`src/rtl/clock_set_ctrl.sv`:
```
// 24-hour HH:MM:SS clock with key-driven time setting, 1 s tick generation
// and a blink flag for the field being edited.
module clock_set_ctrl #(
    parameter int TICK_DIV  = 50_000_000,
    parameter int BLINK_DIV = 12_500_000
) (
    input  logic       clk,
    input  logic       rst_n,
    input  logic [3:0] key_pulse,
    output logic [1:0] mode,
    output logic [4:0] hour,
    output logic [5:0] minute,
    output logic [5:0] second,
    output logic       blink,
    output logic       sec_tick
);

    localparam int TW = $clog2(TICK_DIV);
    localparam int BW = $clog2(BLINK_DIV);
    localparam logic [TW-1:0] TICK_LAST  = TW'(TICK_DIV - 1);
    localparam logic [BW-1:0] BLINK_LAST = BW'(BLINK_DIV - 1);

    typedef enum logic [1:0] {
        RUN   = 2'd0,
        SET_H = 2'd1,
        SET_M = 2'd2,
        SET_S = 2'd3
    } state_t;

    state_t        state, state_nxt;
    logic [TW-1:0] presc, presc_nxt;
    logic [BW-1:0] bcnt, bcnt_nxt;
    logic [4:0]    hour_nxt;
    logic [5:0]    minute_nxt, second_nxt, field_ed;
    logic          blink_nxt, tick_nxt, advance;
    logic          key_mode, key_clr, key_inc, key_dec, key_edit, wrap;

    function automatic logic [5:0] step_up(input logic [5:0] v, input logic [5:0] last);
        return (v >= last) ? 6'd0 : v + 6'd1;
    endfunction

    function automatic logic [5:0] step_dn(input logic [5:0] v, input logic [5:0] last);
        return (v == 6'd0) ? last : v - 6'd1;
    endfunction

    // Caller guarantees one of CLR/INC/DEC is active; DEC is the fall-through.
    function automatic logic [5:0] edit_field(input logic [5:0] v, input logic [5:0] last,
                                              input logic clr, input logic inc);
        if (clr)
            return 6'd0;
        else if (inc)
            return step_up(v, last);
        else
            return step_dn(v, last);
    endfunction

    // Priority MODE > CLR > INC > DEC: lower bits are masked by any higher one.
    assign key_mode = key_pulse[0];
    assign key_clr  = key_pulse[3] & ~key_pulse[0];
    assign key_inc  = key_pulse[1] & ~key_pulse[0] & ~key_pulse[3];
    assign key_dec  = key_pulse[2] & ~key_pulse[0] & ~key_pulse[3] & ~key_pulse[1];
    assign key_edit = key_clr | key_inc | key_dec;
    assign wrap     = (presc == TICK_LAST);
    assign mode     = state;

    always_comb begin
        state_nxt  = state;
        presc_nxt  = presc;
        bcnt_nxt   = bcnt;
        hour_nxt   = hour;
        minute_nxt = minute;
        second_nxt = second;
        blink_nxt  = blink;
        tick_nxt   = 1'b0;
        advance    = 1'b0;
        field_ed   = 6'd0;

        if (state == RUN) begin
            blink_nxt = 1'b1;
            bcnt_nxt  = '0;
            if (key_clr) begin
                second_nxt = 6'd0;
                presc_nxt  = '0;
            end else if (wrap) begin
                presc_nxt = '0;
                advance   = 1'b1;
            end else begin
                presc_nxt = presc + 1'b1;
            end
        end else begin
            presc_nxt = '0;
            if (key_edit) begin
                bcnt_nxt  = '0;
                blink_nxt = 1'b1;
                case (state)
                    SET_H: begin
                        field_ed = edit_field({1'b0, hour}, 6'd23, key_clr, key_inc);
                        hour_nxt = field_ed[4:0];
                    end
                    SET_M: begin
                        field_ed   = edit_field(minute, 6'd59, key_clr, key_inc);
                        minute_nxt = field_ed;
                    end
                    default: begin
                        field_ed   = edit_field(second, 6'd59, key_clr, key_inc);
                        second_nxt = field_ed;
                    end
                endcase
            end else if (bcnt == BLINK_LAST) begin
                bcnt_nxt  = '0;
                blink_nxt = ~blink;
            end else begin
                bcnt_nxt = bcnt + 1'b1;
            end
        end

        // Carry chain; also taken when MODE lands on a wrap.
        if (advance) begin
            tick_nxt   = 1'b1;
            second_nxt = step_up(second, 6'd59);
            if (second == 6'd59) begin
                minute_nxt = step_up(minute, 6'd59);
                if (minute == 6'd59)
                    hour_nxt = (hour == 5'd23) ? 5'd0 : hour + 5'd1;
            end
        end

        if (key_mode) begin
            case (state)
                RUN:     state_nxt = SET_H;
                SET_H:   state_nxt = SET_M;
                SET_M:   state_nxt = SET_S;
                default: state_nxt = RUN;
            endcase
            presc_nxt = '0;
            bcnt_nxt  = '0;
            blink_nxt = 1'b1;
        end
    end

    always_ff @(posedge clk or negedge rst_n) begin
        if (!rst_n) begin
            state    <= RUN;
            presc    <= '0;
            bcnt     <= '0;
            hour     <= 5'd0;
            minute   <= 6'd0;
            second   <= 6'd0;
            blink    <= 1'b1;
            sec_tick <= 1'b0;
        end else begin
            state    <= state_nxt;
            presc    <= presc_nxt;
            bcnt     <= bcnt_nxt;
            hour     <= hour_nxt;
            minute   <= minute_nxt;
            second   <= second_nxt;
            blink    <= blink_nxt;
            sec_tick <= tick_nxt;
        end
    end

endmodule

```
`config.mk`:
```
export PLATFORM = sky130hd
export DESIGN_NAME = clock_set_ctrl
export DESIGN_NICKNAME = d
export VERILOG_FILES = /design/src/rtl/clock_set_ctrl.sv
export SDC_FILE = /design/constraint.sdc
export NUM_CORES = 1
export LEC_CHECK = 0
export CAP_MARGIN = 20
export CELL_PAD_IN_SITES_DETAIL_PLACEMENT = 1
export CELL_PAD_IN_SITES_GLOBAL_PLACEMENT = 1
export CORE_ASPECT_RATIO = 0.8
export CORE_MARGIN = 4
export CORE_UTILIZATION = 35
export DETAILED_ROUTE_END_ITERATION = 10
export HOLD_SLACK_MARGIN = 0.15
export PLACE_DENSITY = 0.62
export SYNTH_ARGS = -nofsm -noshare
export SYNTH_HDL_FRONTEND = slang
export SYNTH_SLANG_ARGS = --single-unit
```
`constraint.sdc`:
```
create_clock -name clk -period 4.5 [get_ports clk]
set_clock_uncertainty 0.2 [all_clocks]
set_input_delay 0.9 -clock clk [delete_from_list [all_inputs] [get_ports clk]]
set_output_delay 0.9 -clock clk [all_outputs]
set_load 0.05 [all_outputs]
```
---- Yosys cells after proc, flatten, opt, wreduce, memory -nomap -nowiden ----
Index checks and enable logic that the tools add are counted.
cells by class
  $add $sub $neg .......................... 9
  magnitude comparators ................... 3
  equal/unequal tests ..................... 9
  muxes and demuxes ....................... 46
  bitwise logic cells ..................... 12
  reductions and logical operators ........ 8
operators by type and width
  kind                     number
  $mux W6                  18
  $mux W26                 4
  $mux W24                 4
  $mux W5                  11
  $add A26 B1 Y26 const B  1
  $eq A26 B26 Y1 const B   1
  $add A24 B1 Y24 const B  1
  $eq A24 B24 Y1 const B   1
  $add A6 B1 Y6 const B    2
  $eq A6 B6 Y1 const B     2
  $ge A6 B6 Y1 const B     2
  $logic_not A6 Y1         2
  $sub A6 B1 Y6 const B    2
  $add A5 B1 Y5 const B    2
  $mux W1                  8
  $and A1 B1 Y1            6
  $pmux W2 S3              1
  $eq A5 B5 Y1 const B     1
  $ge A5 B5 Y1 const B     1
  $logic_not A5 Y1         1
  $sub A5 B1 Y5 const B    1
  $not A1 Y1               4
  $reduce_bool A4 Y1       1
  $ne A3 B1 Y1 const B     1
  8 further kinds          9
storage, ports and cells
  flip-flop bits (word level) ............. 71
  input bits .............................. 6
  output and inout port bits .............. 21
  word-level logic and storage cells ...... 95

---- Longest topological paths before layout ----
Gate-level depths: netlist of the first run.
  depth in word-level cells ............... 11
  gate-level depth with buffers ........... 9
  mapped depth without buffers ............ 8

---- Worst setup path before layout of the first run ----
Ideal clock, no wire load.
  kind .................................... register to register
  start ................................... reg state[0], in the netlist mode[0]
  end ..................................... reg hour[4]
  setup time .............................. 0.077 ns
  data arrival time ....................... 2.431 ns
  required time ........................... 4.223 ns
  setup slack ............................. 1.792 ns
  stages on the path, launching flop included .. 9
  buffers on the path ..................... 1
  period minus slack after synthesis ...... 2.708 ns
  path through ............................ dfrtp_1 > inv_1 > ha_1 > clkbuf_1 > nor3_1 > nand2_1 > or4_1 > o211a_1 > a21oi_1
between the ends
  word-level cells in the longest chain between the ends .. 7
  elaborated cells on any way between the ends .. 9
  classes of those cells .................. 1 x eq/ne; 7 x mux; 1 x reduce/logical
ends and longest elaborated chain
  what                    RTL line  RTL
  start, declared         30        state_t state, state_nxt;
  start signal, assigned  152       state <= state_nxt;
  $eq A2 B1 Y1            95        case (state)
  $mux W5                 95
  $mux W5                 92        if (key_edit) begin
  $mux W5                 78        if (state == RUN) begin
  $mux W5                 123       if (minute == 6'd59)
  $mux W5                 121       if (second == 6'd59) begin
  $mux W5 *               118       if (advance) begin
  via hour_nxt[4]         33        logic [4:0] hour_nxt;
  end signal, assigned    155       hour <= hour_nxt;
  end, declared           11        output logic [4:0] hour,
The timed path passes the listed nets; every way through them passes the cells marked *.
A chain may end at the register's enable or synchronous reset.

---- Worst setup path in the final report of the first run ----
  start ................................... in key_pulse[3]
  end ..................................... reg minute[2]
between the ends
  word-level cells in the longest chain between the ends .. 9
  elaborated cells on any way between the ends .. 16
  classes of those cells .................. 9 x mux; 7 x bitwise
ends and longest elaborated chain
  what                  RTL line  RTL
  start, declared       9         input logic [3:0] key_pulse,
  $not A1 Y1            60, 61
  $and A1 B1 Y1         60        assign key_inc = key_pulse[1] & ~key_pulse[0] & ~key_pulse[3];
  $mux W6               51        else if (inc)
  $mux W6               49        if (clr)
  $mux W6               95
  $mux W6               92
  $mux W6               78
  $mux W6               121
  $mux W6 *             118
  via minute_nxt[2]     34        logic [5:0] minute_nxt, second_nxt, field_ed;
  end signal, assigned  156       minute <= minute_nxt;
  end, declared         12        output logic [5:0] minute,
Marked as above.

==> results of run 1 <==
-- area by class of cell --
type / instances / area (µm²)
Timing Repair Buffer: 30 / 288
Multi-Input combinational cell: 403 / 2460
Tap cell: 171 / 214
Fill cell: 1473 / 7150
Inverter: 17 / 63.8
Clock inverter: 7 / 73.8
Clock buffer: 9 / 225
Sequential cell: 71 / 1780
-- state kept, by name, summed over array words and instances, names as in the netlist --
register,cells
hour,5
mode,2
bcnt,24
sec_tick,1
second,6
presc,26
blink,1
minute,6
-- logic make-up after synthesis --
family	after synthesis	share of synthesized area
and+or+nand+nor	245	0.269
AOI/OAI and AO/OA	84	0.126
DFF	71	0.403
xor gates and xnor gates	54	0.107
buffers and inverters	44	0.0411
adders and majority gates	14	0.0397
muxes	6	0.0139
-- cells in the final DEF, fill, tap and decap left out, types with 5 or more instances in the layout --
master / n
and3_1: 14
nor2_1: 82
mux2i_1: 5
and4_1: 6
o21ai_0: 18
buf_4: 5
nand4_1: 7
dfrtp_1: 70
nor4_1: 5
nand3_1: 39
inv_1: 17
nor3_1: 13
ha_1: 14
clkbuf_16: 9
nand2_1: 51
clkdlybuf4s50_1: 25
xnor2_1: 20
xor2_1: 34
a21oi_1: 22
-- metrics by stage --
stage	total power [mW]	hold slack, ns
3_5_place_dp	2.06	0.283
4_1_cts	2.81	0.296
5_1_grt	2.98	0.317
6_report	2.78	0.287
2_1_floorplan	1.72	0.255
3_3_place_gp	2.05	0.276
-- power groups by stage --
| stage | sequential (mW) | combinational (mW) | clock, mW |
|---|---|---|---|
| finish | 0.912 | 1.14 | 0.720 |
| global route | 0.938 | 1.27 | 0.772 |
| detailed placement | 0.922 | 1.14 | 0 |
| global placement | 0.921 | 1.13 | 0 |
| CTS | 0.910 | 1.15 | 0.750 |
| floorplan | 1.05 | 0.662 | 0 |
-- worst register-to-register path, stage by stage (launching register included) --
cell and delay, ns:
dfrtp_1 0.41, inv_1 0.10, ha_1 0.34, nor3_1 0.35, nand2_1 0.29, or4_1 0.58, o211a_1 0.14, a21oi_1 0.13
-- per-layer routing --
metal	wire (µm)	GRT usage	share of wire
met1	5800	0.237	0.52
met2	4960	0.260	0.44
met3	329	0.0423	0.029
met4	144	0.0521	0.013
met5	0	0	0
-- how the worst max path moves through the flow --
stage                  from         to  slack [ns]  cells past startpoint
2_1_floorplan       mode[0]    hour[4]        1.79                      8
6_report       key_pulse[3]  minute[2]        1.35                      6
3_3_place_gp   key_pulse[3]    hour[4]        1.15                      7
3_5_place_dp   key_pulse[3]  minute[2]        1.03                      6
4_1_cts        key_pulse[0]  minute[2]        1.38                      6
5_1_grt        key_pulse[3]  minute[2]        1.15                      6
==> impl_metrics.tcl, run 1 <==
set metrics [dict create \
    reg2reg_from "mode[0]" \
    fin_area_mm2 0.00510 \
    routabilityCongestion 0.814 \
    cap_violations 0 \
    slew_violations 0 \
    tightest_slew_ns 0.991 \
    htree_num_levels 3 \
    antenna_found_initial 0 \
    antenna_left 0 \
    power_per_cell_area_mw_per_mm2 544 \
    status "complete, no violations" \
    yosysTopAreaCellShare 0.397 \
    cts_tree "built" \
    tns_ns 0 \
    p_sw_mw 1.21 \
    fp.dieW_um 134 \
    ir_drop_uv 220 \
    fp-row-count 36 \
    grt_pass1_vias 3934 \
    synth_edf_count 0 \
    worst-setup-path-type "input port to flop" \
    syn_to_final_growth_pct 15.5 \
    r2r_slack_ns 1.89 \
    cp-start-kind "input port" \
    critPathRequiredTime_ns 4.50 \
    placed_cells 692 \
    antenna_cells 0 \
    hold_path_class "flop to flop" \
    synth-main-ff-cell "dfrtp_1" \
    critPathBufInv 1 \
    drt_iter0_drc 247 \
    min_to "bcnt[0]" \
    vias 3709 \
    num_io_pins 27 \
    ys_ff_latch 71 \
    yosys_warnings 0 \
    track_usage 0.169 \
    clockPowerShare 0.259 \
    async_reset_ff_frac 1.00 \
    initial_core_util 0.360 \
    grt_max_degree 72 \
    switching_share 0.435 \
    netlist_top_cells_area "dfrtp_1 (40%), nor2_1 (7.0%), xor2_1 (6.7%), nand3_1 (4.4%), nand2_1 (4.3%)" \
    cp_max_fo 13 \
    synth_cell_types 62 \
    syn_inst 518 \
    cts_sinks 71 \
    cts-resized-gates 0 \
    cp_cell_sequence "clkdlybuf4s50_1 > nor2b_1 > nor4b_1 > and2_1 > mux2i_1 > o221ai_1" \
    fmax_mhz 317 \
    post_dp_cell_area_mm2 0.00480 \
    yosysMostFrequentCell "nor2_1" \
    whs_path_depth 1 \
    seq_area_frac_synth 0.403 \
    stdcell_count 708 \
    clk_pin_slew_worst_paths_ns 0.06 \
    pwr-share-comb 0.412 \
    worst_setup_path_end_kind "flop" \
    cp_slowest_cell "clkdlybuf4s50_1" \
    p_int_mw 1.57 \
    nNetsFinal 552 \
    io_buffers 26 \
    setup_viol 0 \
    grt_pass1_wl_um 19800 \
    drc 0 \
    wirelength_um 11200 \
    synth_top_cell_by_area "dfrtp_1" \
    clkLatencyLatePin_ns 0.34 \
    die_h_um 108 \
    clock_path_buffers 2 \
    cts-buffers-inserted 9 \
    core_area_mm2 0.0123 \
    period_minus_slack_ns 3.15 \
    post-cts-setup-buffers 0 \
    cts_hold_buf 0 \
    place_ws_ns 1.03 \
    cts_root_buf "clkbuf_16" \
    crit_family "simple AND/OR/NAND/NOR gates" \
    avgRoutedWirePerCell_um 15.9 \
    hold_violations 0 \
    gr-total-overflow 0 \
    syn-num-nets 538 \
    yosys-top-cells-count "nor2_1 (82), dfrtp_1 (70), nand2_1 (51)" \
    hold_start "bcnt[0]" \
    rsz0062_at_grt "false" \
    hpwl_um 7810 \
    final_layout_size_suffix_gt1_frac 0.0503 \
    layout_setup_ws_ns 1.35 \
    syn-cell-area_mm2 0.00442 \
    worstReg2RegEnd "hour[4]" \
    worst_slew_margin_rel 0.338 \
    die_area_mm2 0.0145 \
    r2r.worst_path.cells 7 \
    viasPerCell 5.24 \
    p_seq_frac 0.328 \
    cpPeakStageDelay_ns 0.64 \
    worstPathArrival_ns 3.15 \
    synth.avg_cell_area_um2 8.53 \
    leakage_nw 2.06 \
    fin_util 0.416 \
    post-route-period-util 0.700 \
    drt_first_pass_iters 4 \
]
Note: power is estimated with default switching activity, not from simulation.
==> run 2, diff against run 1 <==
- clock period: 4.5 -> 2.9 ns (I/O delays scaled with it)
==> run 2 against run 1 <==
  * Non-clock buffer count increased by 24
  * Combinational power increased by 69%
  * Core utilization rose by 1.7 points
  * Critical endpoint is now minute[3]
  * Highest routed layer unchanged
==> impl_metrics.tcl, run 2 (same netlist as run 1, synthesis figures left out) <==
set metrics [dict create \
    avgRoutedWirePerCell_um 16.1 \
    reg2reg_from "presc[18]" \
    core_area_mm2 0.0123 \
    cp_slowest_cell "clkdlybuf4s50_1" \
    htree_num_levels 3 \
    slew_violations 0 \
    drc 0 \
    viasPerCell 5.24 \
    initial_core_util 0.360 \
    hpwl_um 8600 \
    routabilityCongestion 0.808 \
    r2r_slack_ns 0.43 \
    final_cell_mix "nor2_1 (82), dfrtp_1 (70), nand2_1 (51)" \
    worstReg2RegEnd "minute[2]" \
    tightest_slew_ns 0.628 \
    status "complete, no violations" \
    routed.top_layer "met4" \
    grt_pass1_wl_um 20500 \
    leakage_nw 2.18 \
    cts_tree "built" \
    antenna_cells 0 \
    cpPeakStageDelay_ns 0.89 \
    place_ws_ns 0.128 \
    m1WireLength_um 6140 \
    reg.largest.list "presc (26), bcnt (24)" \
    fillerInstances 1456 \
    crit_start "minute[3]" \
    period_minus_slack_ns 2.63 \
    tns_ns 0 \
    wirelength_um 11800 \
    nNetsFinal 576 \
    placed_cells 715 \
    num_io_pins 27 \
    cts-resized-gates 0 \
    crit_cells 1 \
    cp_max_fo 13 \
    rsz0062_at_grt "false" \
    hold_violations 0 \
    layout_commonest_cell "nor2_1" \
    gr-total-overflow 0 \
    antenna_left 0 \
    antenna_found_initial 0 \
    drt_first_pass_iters 4 \
    fp.dieW_um 134 \
    worst_setup_path_end_kind "output pin" \
    dr_wl_met2_um 5200 \
    drt_iter0_drc 226 \
    crit_family "buffers and inverters" \
    total_power_mw 4.46 \
    grt_pass1_vias 4006 \
    r2r.worst_path.cells 6 \
    hold_path_class "flop to flop" \
    layout_setup_ws_ns 0.269 \
    cp_cell_sequence "clkdlybuf4s50_1" \
    fin_util 0.434 \
    io_buffers 26 \
    worstPathArrival_ns 1.85 \
    route.met3.wl_um 336 \
    critPathBufInv 1 \
    syn_to_final_growth_pct 20.3 \
    post-cts-setup-buffers 0 \
    grt_max_degree 38 \
    worst_slew_margin_rel 0.577 \
    largest_reg_flops 26 \
    die_h_um 108 \
    cap_violations 0 \
    fp-row-count 36 \
    power_per_cell_area_mw_per_mm2 840 \
    stdcell_count 732 \
    cp-start-kind "flop" \
    clkLatencyLatePin_ns 0.33 \
    track_usage 0.174 \
    final_layout_size_suffix_gt1_frac 0.0891 \
    die_area_mm2 0.0145 \
    worst-setup-path-type "flop to output pin" \
    ir_drop_uv 397 \
    clock_path_buffers 2 \
    cts_sinks 71 \
    crit_end "minute[3]" \
    critPathRequiredTime_ns 2.12 \
    top_register "presc" \
    setup_viol 0 \
    vias 3835 \
    fmax_mhz 380 \
    cts_root_buf "clkbuf_16" \
    cts-buffers-inserted 9 \
    post-route-period-util 0.907 \
    clk_pin_slew_worst_paths_ns 0.06 \
]
run 2: cell count changes in the layout (fill, tap and decap cells not counted), sizes merged:
cell         change
buf             +23
inv              +2
clkinv           -4
dlygate4sd3      +1
clkbuf           +2
run 2: final cells by class:
| class | instances | area [µm²] | area share |
|---|---|---|---|
| Multi-Input combinational cell | 403 | 2460 | 0.463 |
| Sequential cell | 71 | 1780 | 0.335 |
| Timing Repair Buffer | 54 | 483 | 0.0909 |
| Clock buffer | 11 | 253 | 0.0476 |
| Tap cell | 171 | 214 | 0.0403 |
| Clock inverter | 5 | 63.8 | 0.0120 |
| Inverter | 17 | 63.8 | 0.0120 |
run 2: power by group:
group / internal (mW) / switching, mW
clock: 0.721 / 0.446
sequential: 1.11 / 0.253
combinational: 0.735 / 1.20
total: 2.56 / 1.90
run 2: worst min-delay path by stage:
stage	from	to	slack [ns]	depth (start not counted)
after floorplan	rst_n	bcnt[0]	0.08	0
after detailed placement	bcnt[0]	bcnt[0]	0.28	1
after CTS	bcnt[0]	bcnt[0]	0.29	1
after global routing	bcnt[0]	bcnt[0]	0.33	1
after global placement	bcnt[0]	bcnt[0]	0.27	1
final	bcnt[0]	bcnt[0]	0.29	1
run 2: through the flow:
stage / instance area [µm²] / hold slack (ns)
after global routing: 5310 / 0.331
after global placement: 4990 / 0.275
final: 5310 / 0.285
after floorplan: 4420 / 0.0844
after detailed placement: 4990 / 0.280
after CTS: 5310 / 0.288
run 2: per-layer routing:
| metal | vias up | GRT usage |
|---|---|---|
| li1 | 1888 | - |
| met1 | 1899 | 0.249 |
| met2 | 38 | 0.271 |
| met3 | 10 | 0.0372 |
| met4 | 0 | 0.0441 |
| met5 | - | 0 |
run 2: repair_timing:
action / 4_1_cts / 5_1_grt
hold buffers: 1 / 0
endpoints found under the hold margin: 34 / 0
setup endpoints to repair: 0 / 0
==> run 3, diff against run 2 <==
- PLACE_DENSITY: 0.62 -> 0.65
- clock period: 2.9 -> 2.1 ns (I/O delays scaled with it)
==> run 3 against run 2 <==
  * The run now ends with setup timing left
  * Sequential share of layout area is 3.7 points lower
  * Critical path depth is 7 higher
  * Die area unchanged
  * Clock power is 21% higher
  * First-iteration DRC count increased by 12%
  * Via count grew 9.0%
  * Critical endpoint is now second[2]
  * Largest power group unchanged
==> impl_metrics.tcl, run 3 (same netlist as run 1, synthesis figures left out) <==
set metrics [dict create \
    vias 4179 \
    cts_sinks 71 \
    grt_pass1_wl_um 22000 \
    cp_max_fo 6 \
    power_per_cell_area_mw_per_mm2 1080 \
    htree_num_levels 3 \
    cts_root_buf "clkbuf_16" \
    drt_first_pass_iters 4 \
    worstPathArrival_ns 2.14 \
    drt_iter0_drc 253 \
    total_power_mw 6.53 \
    placed_cells 775 \
    io_buffers 26 \
    worst-setup-path-type "flop to flop" \
    switching_share 0.432 \
    p_sw_mw 2.82 \
    worst_setup_path_end_kind "flop" \
    track_usage 0.187 \
    tightest_slew_ns 0.480 \
    leakage_nw 2.62 \
    layout_commonest_cell "buf_4" \
    core_area_mm2 0.0123 \
    cts_tree "built" \
    fillerInstances 1456 \
    largest_reg_flops 26 \
    wirelength_um 12800 \
    multiInputGateArea_mm2 0.00266 \
    die_h_um 108 \
    num_io_pins 27 \
    setup_viol 3 \
    routabilityCongestion 0.793 \
    fin_util 0.493 \
    cp-start-kind "flop" \
    status "finished with violations" \
    hpwl_um 9390 \
    syn_to_final_growth_pct 36.7 \
    top_register "presc" \
    fp.dieW_um 134 \
    fmax_mhz 470 \
    clk_pin_slew_worst_paths_ns 0.06 \
    post-route-period-util 1.01 \
    pwr-share-comb 0.505 \
    grt_pass1_vias 4382 \
    post_dp_cell_area_mm2 0.00553 \
    cpPeakStageDelay_ns 0.40 \
    stdcell_count 800 \
    antenna_found_initial 0 \
    rsz0062_at_grt "true" \
    fp-row-count 36 \
    violations "setup timing" \
    layout_setup_ws_ns -0.0257 \
    hold_path_class "flop to flop" \
    ir_drop_uv 494 \
    cp_cell_sequence "and4_4 > and3_1 > and4_1 > buf_6 > buf_12 > nor2_1 > nor3_2 > a32o_1" \
    hold_violations 0 \
    final_cell_mix "buf_4 (106), nor2_1 (82), dfrtp_1 (57)" \
    critPathRequiredTime_ns 2.12 \
    slew_violations 0 \
    cap_violations 0 \
    avgRoutedWirePerCell_um 16.1 \
    grt_max_degree 40 \
    clockPowerShare 0.218 \
    cts-buffers-inserted 9 \
    clock_path_buffers 2 \
    crit_family "simple AND/OR/NAND/NOR gates" \
    die_area_mm2 0.0145 \
    p_int_mw 3.71 \
    reg.largest.list "presc (26), bcnt (24)" \
    worst_slew_margin_rel 0.680 \
    drc 0 \
    critPathBufInv 2 \
    p_seq_frac 0.277 \
    fin_area_mm2 0.00604 \
    cp_slowest_cell "dfrtp_1" \
    viasPerCell 5.22 \
    final_layout_size_suffix_gt1_frac 0.288 \
    period_minus_slack_ns 2.13 \
    seq_area_mm2 0.00179 \
    clkLatencyLatePin_ns 0.33 \
    nNetsFinal 644 \
    antenna_left 0 \
    gr-total-overflow 0 \
    initial_core_util 0.360 \
    antenna_cells 0 \
]
## run 3: stage by stage
| step | hold slack [ns] | setup TNS [ns] | setup slack, ns |
|---|---|---|---|
| after floorplan | -0.0756 | -0.269 | -0.159 |
| after global placement | 0.122 | -12.34 | -0.391 |
| after detailed placement | 0.129 | -14.00 | -0.424 |
| after CTS | 0.291 | -0.187 | -0.0634 |
| after global routing | 0.329 | -1.15 | -0.140 |
| final | 0.287 | -0.0379 | -0.0257 |
## run 3: area by class of cell
type / instances / share of cell area
Timing Repair Buffer: 122 / 0.172
Clock inverter: 7 / 0.00788
Inverter: 17 / 0.0106
Clock buffer: 9 / 0.0373
Multi-Input combinational cell: 403 / 0.440
Tap cell: 171 / 0.0354
Sequential cell: 71 / 0.297
## run 3: final timing paths
| path | to | slack (ns) | from | cells after the start |
|---|---|---|---|---|
| max in group asynchronous | blink | 0.82 | rst_n | 3 |
| hold reg to reg | bcnt[0] | 0.29 | bcnt[0] | 1 |
| setup / recovery | second[2] | -0.03 | presc[5] | 8 |
| hold / removal | bcnt[0] | 0.29 | bcnt[0] | 1 |
| setup reg to reg | second[2] | -0.03 | presc[5] | 8 |
| min in group asynchronous | bcnt[14] | 0.32 | rst_n | 2 |
## run 3: timing repair
action	in CTS	in global routing
cloned	0	0
hold endpoints to repair	70	0
hold buffers	1	0
resized for setup	17	25
endpoints found under the setup margin	38	51
pin swaps	7	9
buffers inserted	3	5
## run 3: power groups by stage
stage	Clock, mW	Combinational, mW	Sequential (mW)
floorplan	0	1.49	2.29
global placement	0	3.01	1.82
detailed placement	0	3.10	1.83
CTS	1.47	3.15	1.81
global route	1.52	3.61	1.85
finish	1.42	3.30	1.81
## run 3: routing by layer
| layer | global-route usage | wire [µm] | vias up |
|---|---|---|---|
| li1 | - | - | 2025 |
| met1 | 0.252 | 6120 | 2087 |
| met2 | 0.316 | 6260 | 53 |
| met3 | 0.0344 | 323 | 14 |
| met4 | 0.0455 | 143 | 0 |
| met5 | 0 | 0 | - |
